$ cat src/rtl/pmod_spi_adc_reader_pkg.sv
// Shared definitions for the PMOD SPI ADC reader: FSM state type, the
// ADC081S021 default profile and a counter-width helper.
package pmod_pkg;

  typedef enum logic [2:0] {
    ST_IDLE     = 3'd0,
    ST_CS_SETUP = 3'd1,
    ST_SHIFT    = 3'd2,
    ST_CS_HOLD  = 3'd3,
    ST_GAP      = 3'd4
  } state_t;

  localparam int unsigned ADC081_SCK_HALF    = 8;
  localparam int unsigned ADC081_FRAME_BITS  = 16;
  localparam int unsigned ADC081_DATA_MSB    = 12;
  localparam int unsigned ADC081_DATA_LSB    = 5;
  localparam int unsigned ADC081_IDLE_CYCLES = 256;

  // Bits needed to hold values 0..maxval, never less than one.
  function automatic int unsigned cnt_width(input int unsigned maxval);
    return (maxval < 2) ? 1 : $clog2(maxval + 1);
  endfunction

endpackage

$ cat src/rtl/pmod_tick_counter.sv
// Loadable down-counter; done is high while the count sits at zero.
module pmod_tick_counter #(
  parameter int unsigned           WIDTH     = 8,
  parameter logic [WIDTH-1:0]      RESET_VAL = '0
) (
  input  logic             clk,
  input  logic             rst_n,
  input  logic             load,
  input  logic [WIDTH-1:0] load_val,
  input  logic             en,
  output logic             done
);

  logic [WIDTH-1:0] count;

  always_ff @(posedge clk or negedge rst_n) begin
    if (!rst_n) begin
      count <= RESET_VAL;
    end else if (load) begin
      count <= load_val;
    end else if (en && (count != '0)) begin
      count <= count - 1'b1;
    end
  end

  assign done = (count == '0);

endmodule

$ cat src/rtl/pmod_spi_adc_reader.sv
// SPI mode-3 read-only master: frames CS/SCK, shifts in FRAME_BITS from sdo,
// and publishes the raw frame plus an extracted field with a valid strobe.
module pmod_spi_adc_reader
  import pmod_pkg::*;
#(
  parameter int unsigned SCK_HALF    = ADC081_SCK_HALF,
  parameter int unsigned FRAME_BITS  = ADC081_FRAME_BITS,
  parameter int unsigned DATA_MSB    = ADC081_DATA_MSB,
  parameter int unsigned DATA_LSB    = ADC081_DATA_LSB,
  parameter int unsigned IDLE_CYCLES = ADC081_IDLE_CYCLES,
  parameter bit          CONTINUOUS  = 1'b1
) (
  input  logic                     clk,
  input  logic                     rst_n,
  input  logic                     start,
  output logic                     busy,
  output logic                     cs,
  output logic                     sck,
  input  logic                     sdo,
  output logic [FRAME_BITS-1:0]    frame,
  output logic [DATA_MSB-DATA_LSB:0] data,
  output logic                     valid
);

  localparam int unsigned TMAX = (IDLE_CYCLES > SCK_HALF) ? IDLE_CYCLES - 1 : SCK_HALF - 1;
  localparam int unsigned TW   = cnt_width(TMAX);
  localparam int unsigned BW   = cnt_width(FRAME_BITS - 1);

  localparam logic [TW-1:0] HALF_LOAD = TW'(SCK_HALF - 1);
  localparam logic [TW-1:0] GAP_LOAD  = TW'(IDLE_CYCLES - 1);
  localparam logic [BW-1:0] BIT_LOAD  = BW'(FRAME_BITS - 1);
  // Free-running mode leaves reset already inside a full-length gap.
  localparam logic [TW-1:0] TMR_RST   = CONTINUOUS ? GAP_LOAD : '0;

  state_t                state;
  logic                  pending;
  logic [FRAME_BITS-1:0] shreg;

  logic          tmr_done, tmr_load, tmr_en;
  logic [TW-1:0] tmr_val;
  logic          bit_done, bit_load, bit_dec;

  // Every phase end reloads the timer; only CS_HOLD hands over to the gap.
  always_comb begin
    tmr_load = ((state != ST_IDLE) && tmr_done) || ((state == ST_IDLE) && start);
    tmr_val  = (state == ST_CS_HOLD) ? GAP_LOAD : HALF_LOAD;
    tmr_en   = (state != ST_IDLE);
    bit_load = (state == ST_CS_SETUP) && tmr_done;
    bit_dec  = (state == ST_SHIFT) && sck && tmr_done;
  end

  pmod_tick_counter #(
    .WIDTH     (TW),
    .RESET_VAL (TMR_RST)
  ) u_tmr (
    .clk      (clk),
    .rst_n    (rst_n),
    .load     (tmr_load),
    .load_val (tmr_val),
    .en       (tmr_en),
    .done     (tmr_done)
  );

  pmod_tick_counter #(
    .WIDTH     (BW),
    .RESET_VAL ('0)
  ) u_bits (
    .clk      (clk),
    .rst_n    (rst_n),
    .load     (bit_load),
    .load_val (BIT_LOAD),
    .en       (bit_dec),
    .done     (bit_done)
  );

  assign busy = (state != ST_IDLE);

  always_ff @(posedge clk or negedge rst_n) begin
    if (!rst_n) begin
      state   <= CONTINUOUS ? ST_GAP : ST_IDLE;
      cs      <= 1'b1;
      sck     <= 1'b1;
      shreg   <= '0;
      frame   <= '0;
      data    <= '0;
      valid   <= 1'b0;
      pending <= 1'b0;
    end else begin
      valid <= 1'b0;
      // A start landing on the gap's final cycle is consumed by the exit below.
      if (!CONTINUOUS && start && (state != ST_IDLE) && !((state == ST_GAP) && tmr_done))
        pending <= 1'b1;

      case (state)
        ST_IDLE: begin
          if (start) begin
            state <= ST_CS_SETUP;
            cs    <= 1'b0;
          end
        end
        ST_CS_SETUP: begin
          if (tmr_done) begin
            state <= ST_SHIFT;
            sck   <= 1'b0;
          end
        end
        ST_SHIFT: begin
          if (tmr_done) begin
            if (!sck) begin
              sck   <= 1'b1;
              shreg <= {shreg[FRAME_BITS-2:0], sdo};
            end else if (bit_done) begin
              state <= ST_CS_HOLD;
            end else begin
              sck <= 1'b0;
            end
          end
        end
        ST_CS_HOLD: begin
          if (tmr_done) begin
            state <= ST_GAP;
            cs    <= 1'b1;
            frame <= shreg;
            data  <= shreg[DATA_MSB:DATA_LSB];
            valid <= 1'b1;
          end
        end
        ST_GAP: begin
          if (tmr_done) begin
            if (CONTINUOUS || pending || start) begin
              state   <= ST_CS_SETUP;
              cs      <= 1'b0;
              pending <= 1'b0;
            end else begin
              state <= ST_IDLE;
            end
          end
        end
        default: begin
          state <= ST_IDLE;
          cs    <= 1'b1;
          sck   <= 1'b1;
        end
      endcase
    end
  end

endmodule

$ cat config.mk
export PLATFORM = sky130hd
export DESIGN_NAME = pmod_spi_adc_reader
export DESIGN_NICKNAME = d
export VERILOG_FILES = /design/src/rtl/pmod_spi_adc_reader_pkg.sv /design/src/rtl/pmod_tick_counter.sv /design/src/rtl/pmod_spi_adc_reader.sv
export SDC_FILE = /design/constraint.sdc
export NUM_CORES = 1
export LEC_CHECK = 0
export ABC_AREA = 1
export CORE_MARGIN = 3
export CORE_UTILIZATION = 35
export DETAILED_ROUTE_END_ITERATION = 10
export GPL_ROUTABILITY_DRIVEN = 0
export PLACE_DENSITY = 0.55
export SYNTH_ARGS = -nofsm -noshare
export SYNTH_HDL_FRONTEND = slang
export SYNTH_SLANG_ARGS = --single-unit
$ cat constraint.sdc
create_clock -name clk -period 4.7 [get_ports clk]
set_clock_uncertainty 0.05 [all_clocks]
set_input_delay 0.94 -clock clk [delete_from_list [all_inputs] [get_ports clk]]
set_output_delay 0.94 -clock clk [all_outputs]
set_load 0.01 [all_outputs]
# Word-level counts from Yosys, hierarchy flattened
# Index checks and enable logic that the tools add are counted.
word_totals:
  reg_bits: 58
  input_bits: 4
  out_inout_bits: 28
  word_cells: 71
op_classes:
  add_sub_neg: 2
  n_eq_ne: 11
  mux: 23
  bitwise: 3
  reduce_logical: 23
ops:
  columns: ["cell", "count"]
  rows:
  - ["two-way mux 8 bit", 3]
  - ["two-way mux 3 bit", 7]
  - ["case mux 3 bit (5 select lines)", 1]
  - ["!= test 2 bit (second input constant)", 7]
  - ["logical NOT 8 bit", 1]
  - ["two-way mux 1 bit", 8]
  - ["two-way mux 4 bit", 2]
  - ["nonzero test 8 bit", 1]
  - ["subtractor 8 x 1 -> 8 bit (second input constant)", 1]
  - ["logical AND 1 bit", 7]
  - ["AND reduction 7 bit", 1]
  - ["== test 3 x 2 -> 1 bit (second input constant)", 2]
  - ["AND reduction 3 bit", 2]
  - ["logical NOT 4 bit", 1]
  - ["case mux 1 bit (4 select lines)", 1]
  - ["AND reduction 4 bit", 1]
  - ["nonzero test 2 bit", 2]
  - ["nonzero test 4 bit", 1]
  - ["subtractor 4 x 1 -> 4 bit (second input constant)", 1]
  - ["== test 3 x 1 -> 1 bit (second input constant)", 1]
  - ["== test 3 bit (second input constant)", 1]
  - ["logical NOT 3 bit", 1]
  - ["NOT 1 bit", 3]
  - ["case mux 1 bit (3 select lines)", 1]
  - ["other kinds (5)", 5]

# Depth between registers and ports, before layout
# Gate-level depths: netlist (run 1).
depth:
  word_depth: 6
  mapped_depth: 10
  ltp_nobuf: 10

# By module
# From an unflattened synthesis (run 1), not the netlist that was laid out.
unflattened:
  hier_cells: 326
  area_unflattened_um2: 2641.3
by_module_without_submodules:
  columns: ["module", "instances", "cells_each", "area_per_inst_um2", "seq_area_each_um2"]
  rows:
  - ["pmod_spi_adc_reader", 1, 187, 1739.2, 954.7]
  - ["pmod_tick_counter at u_tmr", 1, 93, 606.8, 210.2]
  - ["pmod_tick_counter at u_bits", 1, 46, 295.3, 100.1]

# Least setup slack after synthesis (run 1)
# No wires, ideal clock.
synth_timing:
  kind: "reg-to-output"
  from: "register state[2]"
  to: "output port busy"
  arrival_ns: 0.746
  t_required_ns: 3.710
  path_slack_ns: 2.964
  path_stages_with_launch: 3
  n_path_buf: 0
  path_cell_list: "dfstp_2 > inv_1 > nand2_1"
synth_between:
  elab_chain_cells: 1
synth_lines:
  columns: ["item", "line_no", "rtl"]
  rows:
  - ["start, declared", "pmod_spi_adc_reader.sv:35", "state_t state;"]
  - ["start signal, assigned", "pmod_spi_adc_reader.sv:80", "state <= CONTINUOUS ? ST_GAP : ST_IDLE;"]
  - ["nonzero test 3 bit", "pmod_spi_adc_reader.sv:76", "assign busy = (state != ST_IDLE);"]
  - ["end, declared", "pmod_spi_adc_reader.sv:16", "output logic busy,"]
# No other way between the ends.

# Worst setup path in the final report (run 1)
# Ends and elaborated chain as after synthesis.

==> impl_metrics.yaml, run 1 <==
run_status:
  status: "completed"
logic_synthesis:
  synth_area_um2: 2450
  ys_types: 27
  yosysWarnings: 0
  ys_seq_area_share_pct: 51.7
  synthTopCellsByArea: "dfrtp_1 (40%), dfstp_2 (12%), nand2_1 (10%), o21ai_2 (5.4%), inv_1 (5.2%)"
  synth_edf_count: 0
  yosys-top-cells-count: "nand2_1 (67), dfrtp_1 (39), inv_1 (34)"
  synth.most_common_cell: "nand2_1"
  async_reset_ff_share_pct: 100
  ys_seq_elements: 50
  synth_cells: 270
  yosysTopAreaCell: "dfrtp_1"
  syn-num-nets: 276
  synth_ff_type: "dfrtp_1"
  avgSynthCellArea_um2: 9.06
  synth_top_area_share_pct: 39.9
placement:
  port_buffers: 31
  dp_hpwl_um: 2830
  place_area_um2: 2760
  dpl_worst_slack_ns: 2.39
routing:
  num_vias: 1697
  vias_per_cell: 4.36
  routed_wl_um: 4160
  drc_errors: 0
  avgRoutedWirePerCell_um: 10.7
  drt-initial-drc-count: 53
  first_pass_iters: 4
  antenna_left: 0
floorplanning:
  ioPinCount: 32
  dieWidth_um: 89.6
  core_area_um2: 6570
  fp-row-count: 29
  die-area_um2: 8030
  die_h_um: 89.6
  start_util_pct: 37.3
clock_tree:
  root_buffer: "clkbuf_8"
  cts_max_path_buffers: 2
  insertion_delay_ns: 0.30
  cts_made_buffers: 5
  cts_sinks: 50
  clkSlewWorstSetupHoldPaths_ns: 0.09
  cts_hold_buf: 0
  ctsResizeCount: 0
  cts-htree-levels: 2
  cts_tree: "built"
  postCtsSetupBuffers: 0
sta:
  slew_headroom_pct: 57.3
  hold_viol: 0
  holdWs_ns: 0.422
  timing.final.crit_share_pct: 55.9
  period_minus_slack_ns: 2.63
  worst_pin_slew_ns: 0.641
  report.final.slew_viol_count: 0
  rsz0062_at_grt: "false"
  clock.fmax_mhz: 381
  setup_violations: 0
  setup_slack_ns: 2.07
  fin_tns_setup_ns: 0
layout:
  final_nets: 301
  drive_gt1_share_pct: 19.3
  n_fill_cell: 656
  final_cell_area_um2: 2870
  syn_to_final_growth_pct: 17.1
  multi_input_area_um2: 915
  n_antenna_cell: 0
  seq_area_um2: 1260
grt:
  track_usage_pct: 11.8
  grt_max_degree: 51
  grt_pass1_wl_um: 7470
  first_global_vias: 1580
  antenna_found_initial: 0
  overflow: 0
run:
  maxCapViolations: 0
setup_path:
  worstPathRequired_ns: 3.71
  cpPeakStageDelay_ns: 0.57
  r2r-start: "u_tmr.count[0]"
  worstPathMaxFanout: 3
  reg2regPathDepth: 8
  path_buf_inv: 2
  cp_slowest_cell: "clkdlybuf4s50_1"
  worstPathCellList: "inv_1 > nand2_1 > clkdlybuf4s50_1"
  r2r_setup_slack_ns: 2.84
  crit_family: "buffers and inverters"
  crit_path_start_kind: "flip-flop"
  path_class: "reg -> out"
  worstSetupEndpointType: "output pin"
  cp_data_arrival_time_ns: 1.64
  reg2reg_to: "u_tmr.count[7]"
pwr:
  power.density_nw_per_um2: 492
  ir_drop_v: 0.000246
  cellLeakagePower_nw: 1.30
worst_hold_path:
  whs_endpoint: "cs"
  holdPathStages: 2
  holdCritPathClass: "reg -> reg"
  hold_start: "cs"
-- report_power, final --
group | leakage (nW) | internal [mW] | switching [mW]
Clock | 0.0514 | 0.159 | 0.142
Sequential | 0.650 | 0.537 | 0.0666
Combinational | 0.595 | 0.191 | 0.314
-- worst min-delay path, stage by stage (launching register included) --
cell	delay, ns
dfstp_2	0.38
nand2_1	0.05
nand2_1	0.04
-- metal layers --
| metal | share of wire, % | wire (um) | global-route usage [%] |
|---|---|---|---|
| met5 | 0 | 0 | 0 |
| met4 | 0.96 | 40 | 3.65 |
| met3 | 3.1 | 128 | 3.28 |
| met2 | 45 | 1860 | 18.2 |
| met1 | 51 | 2140 | 16.3 |
-- layout make-up --
| type | instances | share of cell area, % |
|---|---|---|
| Tap cell | 93 | 4.06 |
| Clock buffer | 6 | 2.53 |
| Inverter | 39 | 5.11 |
| Timing Repair Buffer | 32 | 10.9 |
| Sequential cell | 50 | 44.1 |
| Multi-Input combinational cell | 167 | 31.9 |
| Clock inverter | 2 | 1.31 |
-- worst max path at each step --
stage                 to  depth (start not counted)     start  slack, ns
floorplan           busy                          2  state[2]       2.96
global placement    busy                          3  state[2]       2.42
detailed placement  busy                          3  state[2]       2.39
CTS                 busy                          3  state[2]       2.06
global route        busy                          3  state[2]       2.00
finish              busy                          3  state[2]       2.07
-- registers in the layout, indices dropped and copies added, names as in the netlist --
name / count
u_tmr.count: 8
shreg: 16
state: 3
sck: 1
valid: 1
u_bits.count: 4
cs: 1
frame: 16
-- kinds of logic after synthesis --
group / after synthesis / synth area share (%)
AOI/OAI and AO/OA: 52 / 13.2
buffers and inverters: 53 / 10.9
DFF: 50 / 51.7
adders and majority gates: 2 / 1.02
xor gates and xnor gates: 7 / 2.51
and+or+nand+nor: 106 / 20.6
-- through the flow --
step                      power (mW)  utilization [%]  cells
final                           1.41             43.6    389
after global routing            1.53             43.6    389
after CTS                       1.43             43.6    389
after detailed placement        1.12             42.0    381
after global placement          1.12             42.0    381
after floorplan                0.993                -    270
-- cell usage in the layout, fill, tap and decap left out --
| master | netlist | routed |
|---|---|---|
| nand2_1 | 67 | 67 |
| dfrtp_1 | 39 | 39 |
| inv_1 | 34 | 34 |
| clkdlybuf4s50_1 | 0 | 30 |
| o21ai_1 | 19 | 19 |
| o21ai_2 | 15 | 15 |
| nand3_1 | 12 | 12 |
| o21ai_0 | 12 | 12 |
| dfstp_2 | 11 | 11 |
| nor2_1 | 10 | 10 |
| xor2_1 | 7 | 7 |
| inv_2 | 5 | 5 |
| clkbuf_8 | 0 | 5 |
| nor2_2 | 4 | 4 |
| a21oi_1 | 4 | 4 |
| nand2_2 | 3 | 3 |
| nor2_4 | 2 | 2 |
| nand3_2 | 2 | 2 |
| a21oi_2 | 2 | 2 |
| ha_1 | 2 | 2 |
| nor2_8 | 1 | 1 |
| nand2_4 | 1 | 1 |
| nand3b_1 | 1 | 1 |
| or2_2 | 1 | 1 |
| nand3_4 | 1 | 1 |
| nand4_1 | 1 | 1 |
| clkbuf_1 | 0 | 1 |
| bufinv_16 | 0 | 1 |
| clkinvlp_4 | 0 | 1 |
| buf_2 | 1 | 1 |
| buf_4 | 8 | 1 |
No activity file was read; power rests on OpenSTA's default activity.
==> run 2: changes to the inputs <==
==> constraint.sdc (replaced) <==
create_clock -name clk -period 2.5 [get_ports clk]
set_clock_uncertainty 0.05 [all_clocks]
set_input_delay 0.5 -clock clk [delete_from_list [all_inputs] [get_ports clk]]
set_output_delay 0.5 -clock clk [all_outputs]
set_load 0.01 [all_outputs]
==> run 2 against run 1 <==
  * First-iteration DRC count increased by 72%
  * Final cell count unchanged
  * Count of clock-buffer cells in the layout unchanged
  * Sequential share of layout area about the same
  * Register-to-register slack got worse by 2.2 ns
  * Design area about the same
  * Clock power increased by 67%
  * Non-clock buffer count unchanged
  * Routed wire length increased by 0.94%
==> impl_metrics.yaml, run 2 (same netlist as run 1, synthesis figures left out) <==
setup_path:
  reg2regPathDepth: 7
  crit_path_start_kind: "flip-flop"
  cp-startpoint: "state[2]"
  reg2reg_to: "shreg[0]"
  endpoint: "busy"
  worstSetupEndpointType: "output pin"
  r2r-start: "u_tmr.count[1]"
  r2r_setup_slack_ns: 0.67
  cp_data_arrival_time_ns: 1.62
  worstPathRequired_ns: 1.95
  worstPathMaxFanout: 3
  path_class: "reg -> out"
clock_tree:
  insertion_delay_ns: 0.30
  cts_sinks: 50
  cts_made_buffers: 5
  cts-htree-levels: 2
  cts_max_path_buffers: 2
  postCtsSetupBuffers: 0
  cts_hold_buf: 0
  cts_tree: "built"
  clkSlewWorstSetupHoldPaths_ns: 0.09
  ctsResizeCount: 0
  root_buffer: "clkbuf_8"
run:
  maxCapViolations: 0
floorplanning:
  die-area_um2: 8030
  core_area_um2: 6570
  die_h_um: 89.6
  fp-row-count: 29
  ioPinCount: 32
  start_util_pct: 37.3
  dieWidth_um: 89.6
layout:
  final_common_cell: "nand2_1"
  final_cell_mix: "nand2_1 (67), dfrtp_1 (39), inv_1 (34), clkdlybuf4s50_1 (30), o21ai_1 (19)"
  syn_to_final_growth_pct: 17.2
  drive_gt1_share_pct: 19.6
  stdcell_count: 389
  reg_top3: "frame: 16 flops, shreg: 16 flops, u_tmr.count: 8 flops"
  n_antenna_cell: 0
  final_nets: 301
sta:
  hold_viol: 0
  rsz0062_at_grt: "false"
  clock.fmax_mhz: 461
  slew_headroom_pct: 70.7
  worst_pin_slew_ns: 0.439
  timing.final.crit_share_pct: 86.9
  report.final.slew_viol_count: 0
  setup_slack_ns: 0.328
  fin_tns_setup_ns: 0
  setup_violations: 0
  period_minus_slack_ns: 2.17
  holdWs_ns: 0.118
grt:
  overflow: 0
  first_global_vias: 1633
  grt_max_degree: 51
  grt_pass1_wl_um: 7360
  antenna_found_initial: 0
  track_usage_pct: 11.7
routing:
  first_pass_iters: 4
  num_vias: 1687
  routed_wl_um: 4200
  avgRoutedWirePerCell_um: 10.8
  vias_per_cell: 4.34
  drt-initial-drc-count: 91
  drc_errors: 0
  antenna_left: 0
placement:
  dpl_worst_slack_ns: 0.657
  port_buffers: 31
  dp_hpwl_um: 2880
  dp_cells: 381
worst_hold_path:
  holdCritPathClass: "in -> async"
pwr:
  cellLeakagePower_nw: 1.30
  ir_drop_v: 0.000369
  power.density_nw_per_um2: 907
run_status:
  status: "completed"
[run 2: layout make-up]
cell class                      count  area, um^2
Fill cell                         649        3700
Sequential cell                    50        1260
Multi-Input combinational cell    167         915
Timing Repair Buffer               32         325
Inverter                           39         146
Tap cell                           93         116
Clock buffer                        6        82.6
Clock inverter                      2        17.5
[run 2: power by group]
group / internal (mW) / switching [mW] / leakage (nW)
sequential: 1.01 / 0.130 / 0.650
combinational: 0.362 / 0.596 / 0.600
clock: 0.228 / 0.276 / 0.0514
total: 1.60 / 1.00 / 1.30
[run 2: how the worst min path moves through the flow]
stage	to	cells after the start	slack [ns]	start
floorplan	frame[0]	0	0.15	rst_n
global placement	cs	2	0.41	cs
finish	state[0]	2	0.12	rst_n
global route	state[0]	2	0.13	rst_n
detailed placement	frame[15]	2	0.41	shreg[15]
CTS	state[1]	2	0.12	rst_n
[run 2: per-layer routing]
metal  global-route usage [%]  part of all wire [%]  vias up
li1                         -                     -      894
met1                     15.2                    49      763
met2                     19.1                    46       25
met3                     3.28                   3.6        5
met4                     3.25                   1.1        0
met5                        0                     0        -
[run 2: metrics by stage]
step / power [mW] / utilization, % / instance area, um^2
floorplan: 1.87 / - / 2450
global placement: 2.11 / 42.1 / 2770
CTS: 2.64 / 43.7 / 2870
detailed placement: 2.12 / 42.1 / 2770
global route: 2.84 / 43.7 / 2870
finish: 2.60 / 43.7 / 2870
[run 2: worst max-delay path: stages (launching register included)]
cell and delay, ns:
dfstp_2 0.55, inv_1 0.06, nand2_1 0.15, clkdlybuf4s50_1 0.56
==> run 3: changes to the inputs <==
--- a/config.mk
+++ b/config.mk
@@ -6,7 +6,7 @@
 export NUM_CORES = 1
 export LEC_CHECK = 0
 export ABC_AREA = 1
-export CORE_MARGIN = 3
+export CORE_MARGIN = 2
 export CORE_UTILIZATION = 35
 export DETAILED_ROUTE_END_ITERATION = 10
 export GPL_ROUTABILITY_DRIVEN = 0
==> constraint.sdc (replaced) <==
create_clock -name clk -period 2.4 [get_ports clk]
set_clock_uncertainty 0.05 [all_clocks]
set_input_delay 0.48 -clock clk [delete_from_list [all_inputs] [get_ports clk]]
set_output_delay 0.48 -clock clk [all_outputs]
set_load 0.01 [all_outputs]
==> run 3 against run 2 <==
  * Design area decreased by 0.74%
  * Register-to-register slack worse by 0.08 ns
  * Power grew 1.8%
  * Sequential power rose by 4%
  * Die area is 4.4% lower
  * Clock power is 7.7% lower
  * Critical path depth is the same
  * Sequential cell count unchanged
  * Critical path type unchanged
  * Critical endpoint unchanged
  * Largest power group unchanged
  * Highest routed layer unchanged
==> impl_metrics.yaml, run 3 (same netlist as run 1, synthesis figures left out) <==
setup_path:
  r2r-start: "u_tmr.count[0]"
  worstSetupEndpointType: "output pin"
  path_buf_inv: 2
  cp_data_arrival_time_ns: 1.62
  crit_family: "buffers and inverters"
  worstPathCellList: "inv_1 > nand2_1 > clkdlybuf4s50_1"
  worstPathRequired_ns: 1.87
  r2r_setup_slack_ns: 0.59
  reg2regPathDepth: 8
  reg2reg_to: "u_tmr.count[7]"
  worstPathMaxFanout: 3
  cp_slowest_cell: "clkdlybuf4s50_1"
  worstSetupPathDepth: 3
  crit_path_start_kind: "flip-flop"
  path_class: "reg -> out"
  cpPeakStageDelay_ns: 0.57
clock_tree:
  cts-htree-levels: 2
  cts_made_buffers: 5
  insertion_delay_ns: 0.29
  cts_sinks: 50
  root_buffer: "clkbuf_8"
  cts_hold_buf: 0
  cts_tree: "built"
  postCtsSetupBuffers: 0
  cts_max_path_buffers: 2
  clkSlewWorstSetupHoldPaths_ns: 0.09
  ctsResizeCount: 0
placement:
  place_area_um2: 2770
  dpl_worst_slack_ns: 0.560
  port_buffers: 31
  dp_hpwl_um: 2980
  dp_cells: 385
routing:
  vias_per_cell: 4.32
  drc_errors: 0
  routed_wl_um: 4160
  avgRoutedWirePerCell_um: 10.6
  num_vias: 1693
  drt-initial-drc-count: 97
  antenna_left: 0
  first_pass_iters: 4
sta:
  setup_slack_ns: 0.250
  fin_tns_setup_ns: 0
  hold_viol: 0
  report.final.slew_viol_count: 0
  slew_headroom_pct: 66.6
  rsz0062_at_grt: "false"
  holdWs_ns: 0.0904
  worst_pin_slew_ns: 0.501
  setup_violations: 0
  timing.final.crit_share_pct: 89.6
  period_minus_slack_ns: 2.15
  clock.fmax_mhz: 465
grt:
  grt_max_degree: 35
  overflow: 0
  busiest_layer: "met2"
  grtUsageMet3_pct: 3.11
  grt_pass1_wl_um: 7390
  first_global_vias: 1623
  track_usage_pct: 12.2
  grtUsageMet2_pct: 18.9
  antenna_found_initial: 0
  gr-usage-met1_pct: 16.8
layout:
  final_nets: 302
  syn_to_final_growth_pct: 16.3
  reg_top3: "frame: 16 flops, shreg: 16 flops, u_tmr.count: 8 flops"
  final_common_cell: "nand2_1"
  stdcell_count: 392
  fin_util_pct: 41.9
  n_fill_cell: 681
  drive_gt1_share_pct: 19.3
  final_cell_area_um2: 2850
  final_cell_mix: "nand2_1 (67), dfrtp_1 (39), inv_1 (34), clkdlybuf4s50_1 (30), o21ai_1 (19)"
  n_antenna_cell: 0
pwr:
  power_mw: 2.65
  power.density_nw_per_um2: 930
  ir_drop_v: 0.000371
  cellLeakagePower_nw: 1.29
run:
  maxCapViolations: 0
floorplanning:
  core_area_um2: 6790
  dieWidth_um: 87.6
  die_h_um: 87.6
  start_util_pct: 36.0
  fp-row-count: 30
  die-area_um2: 7680
  ioPinCount: 32
worst_hold_path:
  holdCritPathClass: "in -> async"
run_status:
  status: "completed"
run 3: changes by cell type in the layout (fill, tap and decap cells not counted):
cell        previous run  this run
buf_4                  0         2
clkinv_4               2         0
buf_12                 1         0
clkbuf_1               0         1
clkbuf_8               6         5
clkinvlp_4             0         1
run 3: power breakdown:
part | switching (mW) | internal, mW | total (mW)
clock | 0.264 | 0.201 | 0.465
sequential | 0.132 | 1.05 | 1.18
combinational | 0.622 | 0.376 | 0.998
run 3: how the worst max path moves through the flow:
stage,from,to,slack [ns]
2_1_floorplan,u_tmr.count[0],u_bits.count[3],0.87
3_5_place_dp,state[2],busy,0.56
6_report,state[2],busy,0.25
4_1_cts,state[2],busy,0.22
5_1_grt,state[2],busy,0.16
3_3_place_gp,state[1],busy,0.58
run 3: metal layers:
layer  vias up  routed length [um]
met1       777                2180
met3         2                  84
li1        895                   -
met4         0                  34
met2        19                1860
met5         -                   0
run 3: cell type report:
cell class                      instances  area [um^2]  area share (%)
Inverter                               39          146            5.14
Tap cell                               96          120            4.22
Clock buffer                            6         72.6            2.55
Timing Repair Buffer                   33          320            11.3
Clock inverter                          1         7.51           0.264
Multi-Input combinational cell        167          915            32.1
Sequential cell                        50         1260            44.4
